$ cat src/rtl/kasumi_pkg.sv
// ============================================================================
// Module : kasumi_pkg
// Brief  : Shared MEM-stage definitions: command fields, funct3 codes, FSM.
// Rev    : 1.0 - initial release
// ============================================================================
`default_nettype none

package kasumi_pkg;

    localparam int MEM_ACCESS = 0;
    localparam int MEM_WRITE  = 1;
    localparam int MEM_F3_LSB = 2;
    localparam int MEM_F3_MSB = 4;

    localparam logic [2:0] F3_B  = 3'b000;
    localparam logic [2:0] F3_H  = 3'b001;
    localparam logic [2:0] F3_W  = 3'b010;
    localparam logic [2:0] F3_BU = 3'b100;
    localparam logic [2:0] F3_HU = 3'b101;

    typedef enum logic [1:0] {
        IDLE = 2'd0,
        REQ  = 2'd1,
        HOLD = 2'd2
    } mem_state_t;

    // Stores only come in signed-free widths; loads add the unsigned variants.
    function automatic logic f3_legal(input logic is_write, input logic [2:0] f3);
        if (is_write)
            return (f3 == F3_B) || (f3 == F3_H) || (f3 == F3_W);
        return (f3 == F3_B) || (f3 == F3_H) || (f3 == F3_W) ||
               (f3 == F3_BU) || (f3 == F3_HU);
    endfunction

endpackage

`default_nettype wire

$ cat src/rtl/mem_load_extract.sv
// ============================================================================
// Module : mem_load_extract
// Brief  : Selects the load lane from a read word and sign/zero extends it.
// Rev    : 1.0 - initial release
// ============================================================================
`default_nettype none

module mem_load_extract
    import kasumi_pkg::*;
(
    input  logic [2:0]  funct3,
    input  logic [1:0]  addr_lo,
    input  logic [31:0] rdata,
    output logic [31:0] ext_data
);

    logic [7:0]  w_byte;
    logic [15:0] w_half;

    assign w_byte = rdata[{addr_lo, 3'b000} +: 8];
    assign w_half = addr_lo[1] ? rdata[31:16] : rdata[15:0];

    always_comb begin
        ext_data = rdata;
        case (funct3)
            F3_B:    ext_data = {{24{w_byte[7]}}, w_byte};
            F3_BU:   ext_data = {24'd0, w_byte};
            F3_H:    ext_data = {{16{w_half[15]}}, w_half};
            F3_HU:   ext_data = {16'd0, w_half};
            default: ext_data = rdata;
        endcase
    end

endmodule

`default_nettype wire

$ cat src/rtl/memory_access.sv
// ============================================================================
// Module : memory_access
// Brief  : RV32I MEM stage; req/ack data-memory bus with lane alignment.
//          Optional misaligned-access trap: KASUMI_MISALIGN_TRAP_EN.
// Rev    : 1.0 - initial release
// ============================================================================
`default_nettype none

module memory_access
    import kasumi_pkg::*;
#(
    parameter int DMEM_ADDR_W = 30
) (
    input  logic                   clk,
    input  logic                   rst_n,
    input  logic                   stop,
    input  logic                   bubble,
    input  logic [4:0]             in_mem_command,
    input  logic [4:0]             in_reg_d,
    input  logic [31:0]            in_alu_out,
    input  logic [31:0]            in_mem_write_data,
    input  logic [31:0]            in_now_pc,
    output logic                   mem_busy,
    output logic                   dmem_req,
    output logic                   dmem_we,
    output logic [DMEM_ADDR_W-1:0] dmem_addr,
    output logic [31:0]            dmem_wdata,
    output logic [3:0]             dmem_wstrb,
    input  logic                   dmem_ack,
    input  logic [31:0]            dmem_rdata,
    output logic [4:0]             out_reg_d,
    output logic [31:0]            out_wb_data,
    output logic [31:0]            out_now_pc,
    output logic                   misalign_trap
);

    mem_state_t  r_state;
    logic [2:0]  r_f3;
    logic [1:0]  r_a_lo;
    logic [4:0]  r_rd;
    logic [31:0] r_hold_data;
    logic        r_trap;

    logic        w_access;
    logic        w_write;
    logic [2:0]  w_f3;
    logic        w_f3_ok;
    logic        w_misaligned;
    logic [1:0]  w_a_lo;
    logic        w_issue;
    logic        w_fault;
    logic [3:0]  w_wstrb;
    logic [31:0] w_wdata;
    logic [31:0] w_ext_src;
    logic [31:0] w_load_data;

    assign w_access = in_mem_command[MEM_ACCESS];
    assign w_write  = in_mem_command[MEM_WRITE];
    assign w_f3     = in_mem_command[MEM_F3_MSB:MEM_F3_LSB];
    assign w_f3_ok  = f3_legal(w_write, w_f3);

`ifdef KASUMI_MISALIGN_TRAP_EN
    assign w_misaligned = ((w_f3[1:0] == 2'b01) && in_alu_out[0]) ||
                          ((w_f3[1:0] == 2'b10) && (in_alu_out[1:0] != 2'b00));
    assign w_a_lo       = in_alu_out[1:0];
`else
    // Without the trap, low address bits are dropped to the access width.
    assign w_misaligned = 1'b0;
    always_comb begin
        w_a_lo = in_alu_out[1:0];
        case (w_f3[1:0])
            2'b01:   w_a_lo = {in_alu_out[1], 1'b0};
            2'b10:   w_a_lo = 2'b00;
            default: w_a_lo = in_alu_out[1:0];
        endcase
    end
`endif

    assign w_issue = w_access && w_f3_ok && !w_misaligned;
    assign w_fault = w_access && w_f3_ok && w_misaligned;

    always_comb begin
        w_wstrb = 4'b1111;
        w_wdata = in_mem_write_data;
        case (w_f3[1:0])
            2'b00: begin
                w_wstrb = 4'b0001 << w_a_lo;
                w_wdata = {4{in_mem_write_data[7:0]}};
            end
            2'b01: begin
                w_wstrb = 4'b0011 << {w_a_lo[1], 1'b0};
                w_wdata = {2{in_mem_write_data[15:0]}};
            end
            default: begin
                w_wstrb = 4'b1111;
                w_wdata = in_mem_write_data;
            end
        endcase
        if (!w_write)
            w_wstrb = 4'b0000;
    end

    assign mem_busy = ((r_state == IDLE) && !stop && !bubble && w_issue) ||
                      ((r_state == REQ)  && !dmem_ack) ||
                      ((r_state == HOLD) && stop);

    // One extractor serves both the live ack path and the stalled HOLD path.
    assign w_ext_src = (r_state == HOLD) ? r_hold_data : dmem_rdata;

    mem_load_extract u_extract (
        .funct3   (r_f3),
        .addr_lo  (r_a_lo),
        .rdata    (w_ext_src),
        .ext_data (w_load_data)
    );

    assign misalign_trap = r_trap;

    always_ff @(posedge clk or negedge rst_n) begin
        if (!rst_n) begin
            r_state     <= IDLE;
            r_f3        <= 3'd0;
            r_a_lo      <= 2'd0;
            r_rd        <= 5'd0;
            r_hold_data <= 32'd0;
            r_trap      <= 1'b0;
            dmem_req    <= 1'b0;
            dmem_we     <= 1'b0;
            dmem_addr   <= '0;
            dmem_wdata  <= 32'd0;
            dmem_wstrb  <= 4'd0;
            out_reg_d   <= 5'd0;
            out_wb_data <= 32'd0;
            out_now_pc  <= 32'd0;
        end else begin
            case (r_state)
                IDLE: begin
                    if (!stop) begin
                        r_trap     <= 1'b0;
                        out_now_pc <= in_now_pc;
                        if (bubble) begin
                            out_reg_d   <= 5'd0;
                            out_wb_data <= 32'd0;
                        end else if (!w_access) begin
                            out_reg_d   <= in_reg_d;
                            out_wb_data <= in_alu_out;
                        end else if (w_issue) begin
                            dmem_req    <= 1'b1;
                            dmem_we     <= w_write;
                            dmem_addr   <= in_alu_out[2 +: DMEM_ADDR_W];
                            dmem_wdata  <= w_wdata;
                            dmem_wstrb  <= w_wstrb;
                            r_f3        <= w_f3;
                            r_a_lo      <= w_a_lo;
                            r_rd        <= w_write ? 5'd0 : in_reg_d;
                            out_reg_d   <= 5'd0;
                            out_wb_data <= 32'd0;
                            r_state     <= REQ;
                        end else begin
                            out_reg_d   <= 5'd0;
                            out_wb_data <= w_fault ? in_alu_out : 32'd0;
                            r_trap      <= w_fault;
                        end
                    end
                end
                REQ: begin
                    if (dmem_ack) begin
                        dmem_req <= 1'b0;
                        if (stop) begin
                            r_hold_data <= dmem_rdata;
                            r_state     <= HOLD;
                        end else begin
                            out_reg_d   <= r_rd;
                            out_wb_data <= dmem_we ? 32'd0 : w_load_data;
                            r_state     <= IDLE;
                        end
                    end
                end
                HOLD: begin
                    if (!stop) begin
                        out_reg_d   <= r_rd;
                        out_wb_data <= dmem_we ? 32'd0 : w_load_data;
                        r_state     <= IDLE;
                    end
                end
                default: r_state <= IDLE;
            endcase
        end
    end

endmodule

`default_nettype wire
$ cat config.mk
export PLATFORM = sky130hd
export DESIGN_NAME = memory_access
export DESIGN_NICKNAME = d
export VERILOG_FILES = /design/src/rtl/kasumi_pkg.sv /design/src/rtl/mem_load_extract.sv /design/src/rtl/memory_access.sv
export SDC_FILE = /design/constraint.sdc
export NUM_CORES = 1
export LEC_CHECK = 0
export CAP_MARGIN = 20
export CORE_MARGIN = 8
export CORE_UTILIZATION = 42
export DETAILED_ROUTE_END_ITERATION = 16
export PLACE_DENSITY = 0.76
export SYNTH_ARGS = -nofsm -noshare
export SYNTH_HDL_FRONTEND = slang
export SYNTH_HIERARCHICAL = 1
export SYNTH_SLANG_ARGS = --single-unit
$ cat constraint.sdc
create_clock -name clk -period 2.9 [get_ports clk]
set_input_delay 0.58 -clock clk [delete_from_list [all_inputs] [get_ports clk]]
set_output_delay 0.58 -clock clk [all_outputs]
set_load 0.03 [all_outputs]
### After elaboration in Yosys (flattened, before gate mapping)

Index checks and enable logic that the tools add are counted.
Widths: inputs -> output; s select.

* equal/unequal tests: 17
* shift operators: 3
* multiplexer cells: 38
* bitwise logic cells: 2
* reductions and logical operators: 27

Operator list (count)
* $mux 32: 7
* $pmux 32 s4: 1
* $pmux 32 s3: 1
* $pmux 32 s2: 1
* $shiftx 32x6->8: 1
* $mux 5: 6
* $mux 16: 1
* $pmux 5 s3: 1
* $mux 2: 7
* $eq 3x3->1 const B: 4
* $ne 2x2->1 const B: 6
* $reduce_and 6->1: 2
* $mux 1: 8
* $pmux 4 s2: 1
* $eq 3x1->1 const B: 2
* $logic_and 1x1->1: 6
* $logic_not 3->1: 2
* $logic_or 1x1->1: 6
* $pmux 2 s3: 1
* $reduce_and 3->1: 2
* $reduce_and 5->1: 1
* $eq 2x1->1 const B: 2
* $eq 2x2->1 const B: 2
* $logic_not 2->1: 2
* other kinds (11): 14

* register bits: 181
* input bits: 143
* output and inout port bits: 139

### Logic depth before layout (Yosys ltp)

* depth after elaboration: 12
* mapped depth: 11
* gate-level depth less buffers: 8

### By module

Netlist, hierarchy kept.

Modules (own cells, without submodules)
* memory_access: instances 1, cells an instance 641, area an instance 8082.8 sq um
* mem_load_extract: instances 1, cells an instance 96, area an instance 845.8 sq um

### Worst setup path after synthesis

OpenSTA, ideal clock, no wires.

* path type: reg2reg
* start point: register r_state[0]
* end point: register out_wb_data[10]
* arrival time: 2613 ps
* data required time: 2774 ps
* setup slack: 161 ps
* stages on the path, launching flop included: 12
* buffers on the path: 3
* clock period less this slack: 2739 ps
* path through: dfrtp_1 inv_1 ha_1 clkbuf_1 buf_1 mux2_2 mux2_4 a22oi_4 buf_6 a2bb2oi_2 a22oi_1 a21oi_1

* word-level cells in the longest chain between the ends: 8
* elaborated cells on any way between the ends: 15

RTL lines
* start, declared: RTL line memory_access.sv:37 `mem_state_t r_state;`
* start signal, assigned: RTL line memory_access.sv:121 `r_state <= IDLE;`
* start signal, assigned: RTL line memory_access.sv:158 `r_state <= REQ;`
* start signal, assigned: RTL line memory_access.sv:171 `r_state <= HOLD;`
* $eq 2x2->1 (*): RTL line memory_access.sv:108 `assign w_ext_src = (r_state == HOLD) ? r_hold_data : dmem_rdata;`
* $mux 32 (*): RTL line memory_access.sv:108
* via w_ext_src[23]: RTL line memory_access.sv:54 `logic [31:0] w_ext_src;`
* $shiftx 32x6->8 (*): RTL line mem_load_extract.sv:20 `assign w_byte = rdata[{addr_lo, 3'b000} +: 8];`
* $pmux 32 s4 (*): RTL line mem_load_extract.sv:25 `case (funct3)`
* via w_load_data[10]: RTL line memory_access.sv:55 `logic [31:0] w_load_data;`
* $mux 32 (*): RTL line memory_access.sv:174, memory_access.sv:182
* $mux 32 (*): RTL line memory_access.sv:169, memory_access.sv:180
* $mux 32: RTL line memory_access.sv:167 `if (dmem_ack) begin`
* $pmux 32 s3 (*): RTL line memory_access.sv:136 `case (r_state)`
* end signal, assigned: RTL line memory_access.sv:146 `out_wb_data <= in_alu_out;`
* end signal, assigned: RTL line memory_access.sv:174 `out_wb_data <= dmem_we ? 32'd0 : w_load_data;`
* end signal, assigned: RTL line memory_access.sv:182 `out_wb_data <= dmem_we ? 32'd0 : w_load_data;`
* end, declared: RTL line memory_access.sv:32 `output logic [31:0] out_wb_data,`

Mark *: on every way through the listed nets, which the timed path passes. The rest lies on a longest branch. The select of a mux whose other input is x is not followed.
A chain may end at the register's enable or synchronous reset.

### Final worst setup path

* start point: input in_mem_command[3]
* end point: output mem_busy

* word-level cells in the longest chain between the ends: 10
* elaborated cells on any way between the ends: 15

RTL lines
* start, declared: RTL line memory_access.sv:18 `input logic [4:0] in_mem_command,`
* $eq 3x1->1 or $logic_not 3->1 (tied branches): RTL line kasumi_pkg.sv:30, kasumi_pkg.sv:31
* $logic_or 1x1->1 (2 in series): RTL line kasumi_pkg.sv:30, kasumi_pkg.sv:31
* $logic_or 1x1->1: RTL line kasumi_pkg.sv:31 `return (f3 == F3_B) || (f3 == F3_H) || (f3 == F3_W) ||`
* $logic_or 1x1->1: RTL line kasumi_pkg.sv:32 `(f3 == F3_BU) || (f3 == F3_HU);`
* $mux 1 (*): RTL line kasumi_pkg.sv:31
* $logic_and 1x1->1 (*)
* $logic_and 1x1->1 (*): RTL line memory_access.sv:103 `assign mem_busy = ((r_state == IDLE) && !stop && !bubble && w_issue) ||`
* $logic_or 1x1->1 (*): RTL line memory_access.sv:103
* $logic_or 1x1->1 (*): RTL line memory_access.sv:104 `((r_state == REQ) && !dmem_ack) ||`
* end, declared: RTL line memory_access.sv:23 `output logic mem_busy,`

Every way passes the cells marked *; elsewhere a longest branch is shown, timed or not. The select of a mux whose other input is x is not followed.

==> results.json <==
{
  "status": "finished, final reports clean",
  "cts_sinks": 181,
  "synth-seq-cells": 181,
  "vdd_drop_max_mv": 0.649,
  "dp_hpwl_microns": 20400,
  "cts_resized": 0,
  "tightest_slew_ns": 0.809,
  "setup-tns-final_ns": 0,
  "ys_warn_count": 6,
  "drtAntennaViolNets": 0,
  "synth_edf_count": 0,
  "placementRows": 53,
  "syn_avg_cell_area_sq_um": 12.1,
  "hold_path_class": "in -> async",
  "final_max_slew_viol_count": 0,
  "clock_skew_ns": 0.00975,
  "grt_pass1_wl_microns": 42200,
  "cts_buffers": 17,
  "stdcell_count": 1293,
  "fillers": 1710,
  "cellLeakagePower_nw": 5.38,
  "layout.nets": 1155,
  "cts_setup_buffers": 0,
  "start_kind": "input pin",
  "rsz0062_at_grt": "no",
  "dpl.cell_count": 1261,
  "final_cell_mix": "clkdlybuf4s50_1, dfrtp_1, mux2_2",
  "max_cap_violations": 0,
  "portBuffers": 280,
  "dieArea_sq_mm": 0.0262,
  "fin_crit_sh_pct": 94.2,
  "viasPerCell": 5.32,
  "layout_commonest_cell": "clkdlybuf4s50_1",
  "required_ns": 2.32,
  "syn_inst": 737,
  "async_flop_share_pct": 100,
  "power.density_mw_per_mm2": 1190,
  "clk_pin_slew_worst_paths_ns": 0.07,
  "slew_headroom_pct": 46.1,
  "critPathCaptureType": "primary output",
  "syn-cell-area_sq_mm": 0.00893,
  "die_width_microns": 162,
  "period_minus_slack_ns": 2.73,
  "reg2regPathDepth": 9,
  "vias": 6877,
  "overflow": 0,
  "synthFlopType": "dfrtp_1",
  "clock_path_buffers": 2,
  "dr.pass1.iters": 6,
  "drtIter0Drc": 470,
  "yosysSeqAreaShare_pct": 50.7,
  "htree_levels": 4,
  "cts_tree": "done",
  "crit_fanout": 4,
  "regArea_sq_mm": 0.00453,
  "grt_pass1_vias": 7247,
  "synth.distinct_cells": 47,
  "multi_input_area_sq_mm": 0.00402,
  "final_util_pct": 59.9,
  "arrival_ns": 2.15,
  "hold_viol": 0,
  "clock_latency_ns": 0.44,
  "gp_congestion": 0.837,
  "track_usage_pct": 20.5,
  "holdBufCountCts": 0,
  "wl_per_cell_microns": 20.9,
  "drc": 0,
  "wirelength_microns": 27000,
  "coreArea_sq_mm": 0.0210,
  "setup_viol": 0,
  "dieHeight_microns": 162,
  "pin_count": 282,
  "max_freq_mhz": 366,
  "area_growth_pct": 40.5,
  "grt_max_degree": 76,
  "antenna_cells": 0,
  "antenna_found_initial": 0,
  "synth_nets": 887,
  "initial_core_util_pct": 42.6,
  "root_buffer": "clkbuf_16",
  "drive_gt1_share_pct": 22.1,
  "worst-setup-path-type": "in -> out"
}
-- Yosys cell counts (2+ instances only) --
master,instances,area share (%)
o21ai_0,37,2.1
buf_1,3,0.13
nor2_1,43,1.8
ha_1,7,0.98
nand2_1,47,2.0
o221ai_1,5,0.49
inv_1,9,0.38
nor2b_1,15,1.1
buf_4,5,0.42
mux2_4,41,6.9
buf_2,17,0.95
a22o_1,10,0.98
o21a_1,5,0.42
and3_1,2,0.14
nand2b_1,7,0.49
a221o_1,6,0.67
buf_6,12,1.5
mux2_2,100,13
mux2i_1,14,1.6
clkbuf_1,18,0.76
o32ai_1,2,0.20
nor3_1,3,0.17
a21oi_1,58,3.3
o21ai_1,5,0.28
a2bb2oi_2,14,2.4
a2bb2oi_1,6,0.59
dfrtp_1,181,51
a22oi_1,45,3.8
nand3_1,2,0.11
-- cells by family after synthesis --
group           after synthesis  synth area share [%]
other cells                   1                0.0420
buf+inv                      66                  4.36
compound gates              201                  16.3
flops                       181                  50.7
simple gates                126                  6.50
fa+ha+maj                     7                 0.981
mux                         155                  21.1
-- worst max-delay path, cell delays in order --
cell and delay (ns):
clkdlybuf4s50_1 0.48, inv_1 0.07, ha_1 0.20, or2_4 0.27
o2111ai_4 0.28, nand2_1 0.09, buf_4 0.18
-- state kept, by name (all words and copies together) (netlist names) --
| register | count |
|---|---|
| r_f3 | 3 |
| dmem_wdata | 32 |
| r_a_lo | 2 |
| out_reg_d | 5 |
| dmem_req | 1 |
| dmem_wstrb | 4 |
| out_wb_data | 32 |
| dmem_we | 1 |
| dmem_addr | 30 |
| r_rd | 5 |
| out_now_pc | 32 |
| r_hold_data | 32 |
| r_state | 2 |
-- power breakdown --
group          switching [mW]  internal [mW]
Sequential              0.801           3.76
Combinational            4.43           3.68
Clock                    1.09           1.14
Total                    6.33           8.58
-- layer usage --
metal / up-vias / part of all wire, % / track usage (%)
met3: 29 / 9.0 / 7.01
li1: 3215 / - / -
met5: - / 0 / 0
met2: 269 / 46 / 32.2
met1: 3364 / 43 / 26.6
met4: 0 / 1.9 / 5.72
-- final timing paths --
| kind | from | to | slack (ns) |
|---|---|---|---|
| min reg2reg | dmem_wstrb[2]$_DFFE_PN0P_ | dmem_wstrb[2]$_DFFE_PN0P_ | 0.48 |
| max | in_mem_command[3] | mem_busy | 0.17 |
| max reg2reg | r_state[0]$_DFFE_PN0P_ | out_wb_data[3]$_DFFE_PN0P_ | 0.24 |
| min | rst_n | out_now_pc[1]$_DFFE_PN0P_ | 0.18 |
| max in group asynchronous | rst_n | dmem_wdata[11]$_DFFE_PN0P_ | 1.97 |
| min in group clk | dmem_wstrb[2]$_DFFE_PN0P_ | dmem_wstrb[2]$_DFFE_PN0P_ | 0.48 |
-- area by class of cell --
cell class                 instances  share of cell area, %
clock buffer                      18                   3.42
sequential                       181                   36.1
tap                              275                   2.74
clock inverter                    14                   1.01
multi-input combinational        490                   32.1
timing repair buffer             305                   24.3
inverter                          10                  0.299
-- metrics by stage --
step	power (mW)	hold WS (ns)	setup slack (ns)	instance area [sq um]
finish	14.9	0.179	0.168	12500
global route	15.7	0.202	0.0831	12500
CTS	15.0	0.190	0.173	12500
detailed placement	12.7	0.470	0.119	12000
global placement	12.6	0.461	0.169	12000
floorplan	9.46	0.284	0.161	8930
(Power assumes the default switching activity.)
